## src/rtl/fetch_unit_if.sv

```systemverilog
`default_nettype none
// ============================================================================
// Module   : fetch_unit_if
// Purpose  : Program-memory read bus used by the instruction fetch unit.
//            A request is held (mem_req/mem_addr stable) until mem_ack is
//            returned; mem_rdata is valid in the cycle of mem_ack.
// Signals  : mem_req   - read request (driven by master)
//            mem_addr  - byte address of the read (driven by master)
//            mem_ack   - request accepted, data valid (driven by slave)
//            mem_rdata - 16-bit read data (driven by slave)
// Modports : master - fetch unit side; slave - program memory side
// Revision : 1.0 - initial release
// ============================================================================
interface fetch_unit_if;
  logic        mem_req;
  logic [15:0] mem_addr;
  logic        mem_ack;
  logic [15:0] mem_rdata;

  modport master (output mem_req, output mem_addr, input mem_ack, input mem_rdata);
  modport slave  (input mem_req, input mem_addr, output mem_ack, output mem_rdata);
endinterface
`default_nettype wire

```

## src/rtl/fetch_unit.sv

```systemverilog
`default_nettype none
// ============================================================================
// Module   : fetch_unit
// Purpose  : Instruction fetch unit. Owns the program counter, fetches 16-bit
//            words from program memory over a req/ack bus into a small
//            prefetch FIFO and presents the head word to the control unit.
//            Consume requests advance the stream; branches flush the FIFO and
//            redirect fetching.
// Ports    : clk, rst     - clock, synchronous active-high reset
//            pc_inc       - consume head word as an instruction
//            en_pc_2      - consume head word as an extension word
//            branch_en    - jump relative to the head word
//            pc_offset    - signed 10-bit word offset of the jump
//            instruction  - head word of the FIFO (0 when not valid)
//            inst_valid   - instruction/inst_pc valid
//            inst_pc      - byte address of the head word (0 when not valid)
//            fsm_state    - 00 IDLE, 01 REQ, 10 DISCARD
//            mem          - program memory bus (master side)
// Params   : RESET_PC   - first fetch address after reset (bit 0 must be 0)
//            FIFO_DEPTH - prefetch entries, 2 or 4
// Revision : 1.0 - initial release
// ============================================================================
module fetch_unit #(
  parameter logic [15:0] RESET_PC   = 16'h0000,
  parameter int          FIFO_DEPTH = 2
) (
  input  wire logic        clk,
  input  wire logic        rst,
  input  wire logic        pc_inc,
  input  wire logic        en_pc_2,
  input  wire logic        branch_en,
  input  wire logic [9:0]  pc_offset,
  output logic [15:0]      instruction,
  output logic             inst_valid,
  output logic [15:0]      inst_pc,
  output logic [1:0]       fsm_state,
  fetch_unit_if.master     mem
);

  localparam int PTR_W = (FIFO_DEPTH > 2) ? 2 : 1;
  localparam int CNT_W = PTR_W + 1;
  localparam logic [CNT_W-1:0] DEPTH_C = CNT_W'(FIFO_DEPTH);

  localparam logic [1:0] S_IDLE    = 2'b00;
  localparam logic [1:0] S_REQ     = 2'b01;
  localparam logic [1:0] S_DISCARD = 2'b10;

  logic [1:0]       state, state_nxt;
  logic             issue;
  logic [15:0]      fetch_ptr;
  logic [15:0]      fifo_data [FIFO_DEPTH];
  logic [15:0]      fifo_pc   [FIFO_DEPTH];
  logic [PTR_W-1:0] rd_ptr, wr_ptr;
  logic [CNT_W-1:0] count, count_nxt;

  logic        ack, valid, take_branch, pop, push, space;
  logic [15:0] head_pc, target;

  // An ack only means something while a request is actually on the bus.
  assign ack         = mem.mem_req & mem.mem_ack;
  assign valid       = (count != '0);
  assign take_branch = branch_en & valid;
  // The jump word is consumed by the branch itself, so a branch masks pop.
  assign pop         = (pc_inc | en_pc_2) & valid & ~take_branch;
  // Data returned in DISCARD, or alongside a branch, belongs to the old stream.
  assign push        = ack & (state == S_REQ) & ~take_branch;
  assign count_nxt   = take_branch ? '0 : (count + CNT_W'(push) - CNT_W'(pop));
  // Room for one more outstanding request once this cycle's push/pop settle.
  assign space       = (count_nxt < DEPTH_C);

  assign head_pc = fifo_pc[rd_ptr];
  assign target  = head_pc + 16'd2 + {{5{pc_offset[9]}}, pc_offset, 1'b0};

  // State register
  always_ff @(posedge clk) begin
    if (rst) state <= S_IDLE;
    else     state <= state_nxt;
  end

  // Next-state logic
  always_comb begin
    state_nxt = state;
    issue     = 1'b0;
    case (state)
      S_IDLE: begin
        // Hold off issuing in a branch cycle: fetch_ptr is about to change.
        if (!take_branch && space) begin
          state_nxt = S_REQ;
          issue     = 1'b1;
        end
      end
      S_REQ: begin
        if (take_branch) begin
          // Without the ack the request must still be held to completion.
          state_nxt = ack ? S_IDLE : S_DISCARD;
        end else if (ack) begin
          if (space) begin
            state_nxt = S_REQ;
            issue     = 1'b1;
          end else begin
            state_nxt = S_IDLE;
          end
        end
      end
      S_DISCARD: begin
        if (ack) state_nxt = S_IDLE;
      end
      default: state_nxt = S_IDLE;
    endcase
  end

  // Outputs (all derived from registered state)
  always_comb begin
    mem.mem_req = (state != S_IDLE);
    fsm_state   = state;
    inst_valid  = valid;
    instruction = valid ? fifo_data[rd_ptr] : 16'h0000;
    inst_pc     = valid ? head_pc : 16'h0000;
  end

  // Program counter, request address and FIFO control
  always_ff @(posedge clk) begin
    if (rst) begin
      fetch_ptr    <= RESET_PC;
      mem.mem_addr <= 16'h0000;
      rd_ptr       <= '0;
      wr_ptr       <= '0;
      count        <= '0;
    end else begin
      if (take_branch)  fetch_ptr <= target;
      else if (push)    fetch_ptr <= fetch_ptr + 16'd2;

      // In REQ fetch_ptr equals the outstanding address, so a back-to-back
      // re-issue targets the following word.
      if (issue) mem.mem_addr <= (state == S_IDLE) ? fetch_ptr : (fetch_ptr + 16'd2);

      if (take_branch) begin
        rd_ptr <= wr_ptr;
      end else begin
        if (push) wr_ptr <= wr_ptr + PTR_W'(1);
        if (pop)  rd_ptr <= rd_ptr + PTR_W'(1);
      end
      count <= count_nxt;
    end
  end

  // FIFO storage; contents are only observed through valid entries.
  always_ff @(posedge clk) begin
    if (push) begin
      fifo_data[wr_ptr] <= mem.mem_rdata;
      fifo_pc[wr_ptr]   <= mem.mem_addr;
    end
  end

endmodule
`default_nettype wire

```

## src/flat_wrapper.sv

```systemverilog
// flat-port wrapper written by rule: the top's interface ports become plain ports
module fetch_unit_flat 
#(
  parameter logic [15:0] RESET_PC   = 16'h0000,
  parameter int          FIFO_DEPTH = 2
)
  (clk, rst, pc_inc, en_pc_2, branch_en, pc_offset, instruction, inst_valid, inst_pc, fsm_state, mem_mem_req, mem_mem_addr, mem_mem_ack, mem_mem_rdata);
  fetch_unit_if mem_i ();
  input  wire logic clk;
  input  wire logic rst;
  input  wire logic pc_inc;
  input  wire logic en_pc_2;
  input  wire logic branch_en;
  input  wire logic [9:0] pc_offset;
  output logic [15:0] instruction;
  output logic inst_valid;
  output logic [15:0] inst_pc;
  output logic [1:0] fsm_state;
  output wire logic [$bits(mem_i.mem_req)-1:0] mem_mem_req;
  output wire logic [$bits(mem_i.mem_addr)-1:0] mem_mem_addr;
  input wire logic [$bits(mem_i.mem_ack)-1:0] mem_mem_ack;
  input wire logic [$bits(mem_i.mem_rdata)-1:0] mem_mem_rdata;
  assign mem_mem_req = mem_i.mem_req;
  assign mem_mem_addr = mem_i.mem_addr;
  assign mem_i.mem_ack = mem_mem_ack;
  assign mem_i.mem_rdata = mem_mem_rdata;
  fetch_unit #(.RESET_PC(RESET_PC), .FIFO_DEPTH(FIFO_DEPTH)) u_core (.clk(clk), .rst(rst), .pc_inc(pc_inc), .en_pc_2(en_pc_2), .branch_en(branch_en), .pc_offset(pc_offset), .instruction(instruction), .inst_valid(inst_valid), .inst_pc(inst_pc), .fsm_state(fsm_state), .mem(mem_i));
endmodule
```

## config.mk

```make
export PLATFORM = sky130hd
export DESIGN_NAME = fetch_unit_flat
export DESIGN_NICKNAME = d
export VERILOG_FILES = /design/src/rtl/fetch_unit_if.sv /design/src/rtl/fetch_unit.sv /design/src/flat_wrapper.sv
export SDC_FILE = /design/constraint.sdc
export NUM_CORES = 1
export LEC_CHECK = 0
export CAP_MARGIN = 20
export CORE_MARGIN = 2
export CORE_UTILIZATION = 24
export DETAILED_ROUTE_END_ITERATION = 16
export GPL_TIMING_DRIVEN = 0
export PLACE_DENSITY = 0.42
export SLEW_MARGIN = 20
export SYNTH_ARGS = -nofsm -noshare
export SYNTH_HDL_FRONTEND = slang
export SYNTH_SLANG_ARGS = --single-unit
```

## constraint.sdc

```tcl
create_clock -name clk -period 12.5 [get_ports clk]
set_input_delay 2.5 -clock clk [delete_from_list [all_inputs] [get_ports clk]]
set_output_delay 2.5 -clock clk [all_outputs]
set_load 0.03 [all_outputs]
```

; Word-level counts from Yosys, hierarchy flattened
; Memories as Yosys holds them, arrays and structs flattened. A register that Yosys moved wholly into a read port is not among the register bits.
; Index checks and enable logic that the tools add are counted.
[classes]
n_addsub = 7
order_cmp = 1
n_eq_ne = 5
n_mux = 26
n_bitwise = 8
n_reduce_logical = 9
[op_table]
columns = operator, n
row1 = 16-bit two-way mux, 5
row2 = 16-bit by 2-bit adder with 16-bit output (second input constant), 2
row3 = 16-bit adder, 1
row4 = 1-bit two-way mux, 13
row5 = 2-bit two-way mux, 6
row6 = 2-bit nonzero test, 4
row7 = 1-bit bitwise AND, 6
row8 = 2-bit one-hot mux with 3 select lines, 1
row9 = 2-bit by 1-bit != test with 1-bit output (second input constant), 2
row10 = 3-bit by 1-bit != test with 1-bit output (second input constant), 1
row11 = 3-bit AND reduction, 1
row12 = 1-bit adder (second input constant), 2
row13 = 2-bit by 1-bit adder with 2-bit output, 1
row14 = 2-bit by 1-bit == test with 1-bit output (second input constant), 1
row15 = 2-bit == test (second input constant), 1
row16 = 2-bit zero test, 1
row17 = 2-bit < comparator (second input constant), 1
row18 = 1-bit one-hot mux with 2 select lines, 1
row19 = 2-bit AND reduction, 1
row20 = 2-bit by 1-bit subtractor with 2-bit output, 1
row21 = 1-bit logical AND, 1
row22 = 1-bit zero test, 1
row23 = 1-bit inverter, 1
row24 = 1-bit OR, 1
[word_totals]
ff_bits = 38
ram_bits = 64
input_bits = 32
mem_count = 2
[mem_list]
columns = name, depth, word_bits, rd, rd_clocked_by_memory_dff, wr, line
row1 = u_core.fifo_data, 2, 16, 1, 1, 1, fetch_unit.sv:51  ; logic [15:0] fifo_data [FIFO_DEPTH];
row2 = u_core.fifo_pc, 2, 16, 1, 1, 1, fetch_unit.sv:52  ; logic [15:0] fifo_pc [FIFO_DEPTH];

; Longest topological paths before layout
[logic_depth]
word_depth = 12
mapped_depth = 12
depth_no_buf = 10

; Least setup slack after synthesis
; OpenSTA, ideal clock, no wires.
[synth_timing]
kind = input to register
startpoint = input branch_en
endpoint = memory u_core.fifo_data[0][0] (enable)
setup_time_ns = 0.461
arrival_time_ns = 5.242
path_slack_ns = 6.797
path_stages = 4
path_buffers = 2
path_cell_list = and2_1 > buf_2 > buf_2 > nor3_1
[synth_via]
elab_chain_len = 5
[synth_rtl]
columns = item, line
row1 = "start, declared", flat_wrapper.sv:13  ; input wire logic branch_en;
row2 = 1-bit bitwise AND, fetch_unit.sv:62  ; assign take_branch = branch_en & valid;
row3 = 1-bit inverter (no line), n/a
row4 = 1-bit bitwise AND, fetch_unit.sv:66  ; assign push = ack & (state == S_REQ) & ~take_branch;
row5 = 1-bit two-way mux, fetch_unit.sv:149  ; if (push) begin
row6 = 1-bit two-way mux (not written as such), fetch_unit.sv:150  ; fifo_data[wr_ptr] <= mem.mem_rdata;
row7 = "end, declared", fetch_unit.sv:51
; No other way between the ends.

==> results.cfg <==
[logic_synthesis]
synth-edff-count = 64
yosys_most_used_dff = edfxtp_1
synth_nets = 518
synth_seq_area_share_pct = 50.44
yosysTopAreaCell = edfxtp_1
synth_cell_types = 62
synth_top_area_share_pct = 35.87
avgSynthCellArea_um2 = 11.78
yosys-top-cells-area = edfxtp_1, dfxtp_1, ha_1
ys_ff_latch = 103
syn_inst = 455
yosys_warnings = 0
async_flop_share_pct = 0
syn_area_mm2 = 0.005358

[sta]
skew_ns = 0.007582
setup_tns_ns = 0
worst_slack_ns = 7.345
period_share_pct = 41.24
rsz0062_at_grt = false
slew_viol_final = 0
fin_crit_ns = 5.155
setup_viol = 0
relSlewSlack_pct = 49.85
fmax_mhz = 194.0
timing.hold.ws_ns = 0.4944
worstMarginPinSlew_ns = 0.7482
finalHoldViolCount = 0

[min_path]
holdCritStartpoint = u_core.mem.mem_addr[14]$_SDFFE_PP0P_
hold-path-cell-count = 0
hp-class = flop to flop
min_to = u_core.fifo_pc[0][14]$_DFFE_PP_

[clock_tree]
numCtsBuffers = 9
cts.sinks = 103
post_cts_resized = 0
cts_tree = yes
htree_levels = 3
hold_buffers = 0
clk_path_buf_depth = 2
cts.reportedPaths.clkPinSlew_ns = 0.08
postCtsSetupBuffers = 0
clock_latency_ns = 0.36
root_buffer = clkbuf_16

[setup_path]
critPathRequiredTime_ns = 10.00
critical_path_class = flop to output pin
start_kind = flop
cp.arrival_ns = 2.66
ff2ff_path_depth = 10
crit_fanout = 10
endpoint_kind = output pin
r2r_slack_ns = 8.87
r2r_end = u_core.fetch_ptr[15]$_SDFFE_PP0P_

[placement]
portBuffers = 82
preCtsSetupSlack_ns = 7.106
dp.cells = 822
dp_hpwl_mm = 11.24
place_congestion = 0.8064

[layout]
area_growth_syn_to_layout_pct = 28.98
layout.nets = 616
diodes = 0
drive_above_1_share_pct = 12.37
fin_cells = 838

[drt]
ant_nets = 0
first_pass_iters = 4
drc = 0
wirelength_mm = 14.42
drt_iter0_markers = 174
post_drt_wl_per_cell_um = 17.21
avgViaCountPerCell = 4.480
routed-via-count = 3754

[floorplanning]
rows = 54
fp.dieH_um = 153.4
core_area_mm2 = 0.02189
ios = 84
fp.dieW_um = 153.4
start_util_pct = 24.47
die_area_mm2 = 0.02353

[global_route]
grt_pass1_vias = 3911
grt_usage_pct = 12.57
overflow = 0
antenna_found_initial = 0
grt_pass1_wl_mm = 22.69
grt_max_degree = 19

[power]
ir_drop_mv = 0.07797
p_clk_share_pct = 18.9
netSwitchingPower_mw = 0.6539
cellLeakagePower_nw = 2.529
netSwitchingFraction_pct = 41.13
internal_power_mw = 0.9359
p_seq_share_pct = 31.3
power.density_mw_per_mm2 = 230.1
combPwrFrac_pct = 49.8

[status]
status = finished, final reports clean

[job]
maxCapViolCount = 0
[metal layers]
layer	GRT usage, %	up-vias	wire [um]
met2	21.07	75	6895
met5	0	-	0
met4	4.369	0	254
met1	16.53	1793	6781
met3	1.928	15	490
li1	-	1871	-
[placed cells by master (no fill, tap or decap), types with 5 or more instances in the layout]
cell type,synthesis,final
a21o_1,5,5
xor2_1,14,14
nor3_1,9,8
o21ai_0,12,12
clkdlybuf4s50_1,0,82
clkbuf_1,8,8
xnor2_1,23,23
and2_1,15,14
mux2_2,13,13
inv_1,8,8
a21oi_1,11,11
buf_2,8,8
a211oi_2,6,6
dfxtp_1,39,39
mux2i_1,24,24
nor2_1,63,63
buf_6,4,5
nand2_1,14,14
clkbuf_16,0,9
edfxtp_1,64,64
ha_1,30,30
a211oi_1,19,19
[state kept, by name (all words and copies together) (netlist names), named ones only]
signal               cells
u_core.rd_ptr            1
u_core.fifo_pc          32
u_core.fetch_ptr        16
u_core.fsm_state         2
u_core.mem.mem_addr     16
u_core.wr_ptr            1
u_core.fifo_data        32
u_core.count             2
[cells by family after synthesis]
| family | after synthesis | synth area share [%] |
|---|---|---|
| and+or+nand+nor | 139 | 14.60 |
| DFF | 103 | 50.44 |
| AOI/OAI and AO/OA | 77 | 10.77 |
| xor gates and xnor gates | 37 | 6.049 |
| muxes | 37 | 7.216 |
| buffers and inverters | 31 | 3.550 |
| adders and majority gates | 31 | 7.380 |
[worst max-delay path by stage]
stage                                                endpoint  slack, ns  cells after the start
after detailed placement  u_core.mem.mem_addr[0]$_SDFFE_PP0P_       7.11                     11
after global placement        u_core.fifo_pc[0][10]$_DFFE_PP_       4.24                      5
after floorplan              u_core.fifo_data[0][0]$_DFFE_PP_       6.80                      4
final                                              inst_pc[6]       7.34                      5
after global routing                               inst_pc[6]       7.16                      5
after CTS                                          inst_pc[6]       7.26                      5
[power by group through the flow]
stage | sequential (mW) | clock (mW) | combinational (mW)
6_report | 0.497 | 0.301 | 0.792
5_1_grt | 0.506 | 0.321 | 0.869
4_1_cts | 0.498 | 0.307 | 0.805
3_5_place_dp | 0.506 | 0 | 0.800
3_3_place_gp | 0.507 | 0 | 0.792
2_1_floorplan | 0.524 | 0 | 0.501
[metrics by stage]
step | total power [mW] | cell area, um^2 | util [%]
4_1_cts | 1.611 | 6910 | 31.57
3_3_place_gp | 1.299 | 6529 | 29.82
3_5_place_dp | 1.306 | 6596 | 30.13
6_report | 1.590 | 6910 | 31.57
5_1_grt | 1.696 | 6910 | 31.57
2_1_floorplan | 1.024 | 5358 | -
[layout make-up]
cell class                      count  area [um^2]
Fill cell                        2238        14980
Inverter                            9        33.78
Buffer                             22        156.4
Sequential cell                   103         2703
Tap cell                          280        350.3
Clock inverter                      6        75.07
Clock buffer                       10        239.0
Timing Repair Buffer               87        882.1
Multi-Input combinational cell    321         2471
[cells in the mapped netlist, types with 11 or more instances]
library cell and instances:
mux2_2 13, a211oi_1 19, and2_1 15, edfxtp_1 64, dfxtp_1 39, xnor2_1 23
xor2_1 14, nor2_1 63, a21oi_1 11, mux2i_1 24, ha_1 30, o21ai_0 12
nand2_1 14
[worst max-delay path: stages, from the launching register on]
cell	delay, ns
dfxtp_1	0.31
clkbuf_1	0.23
clkbuf_1	0.53
mux2_2	0.45
and2_1	0.16
clkdlybuf4s50_1	0.61
Note: power is estimated with default switching activity, not from simulation.
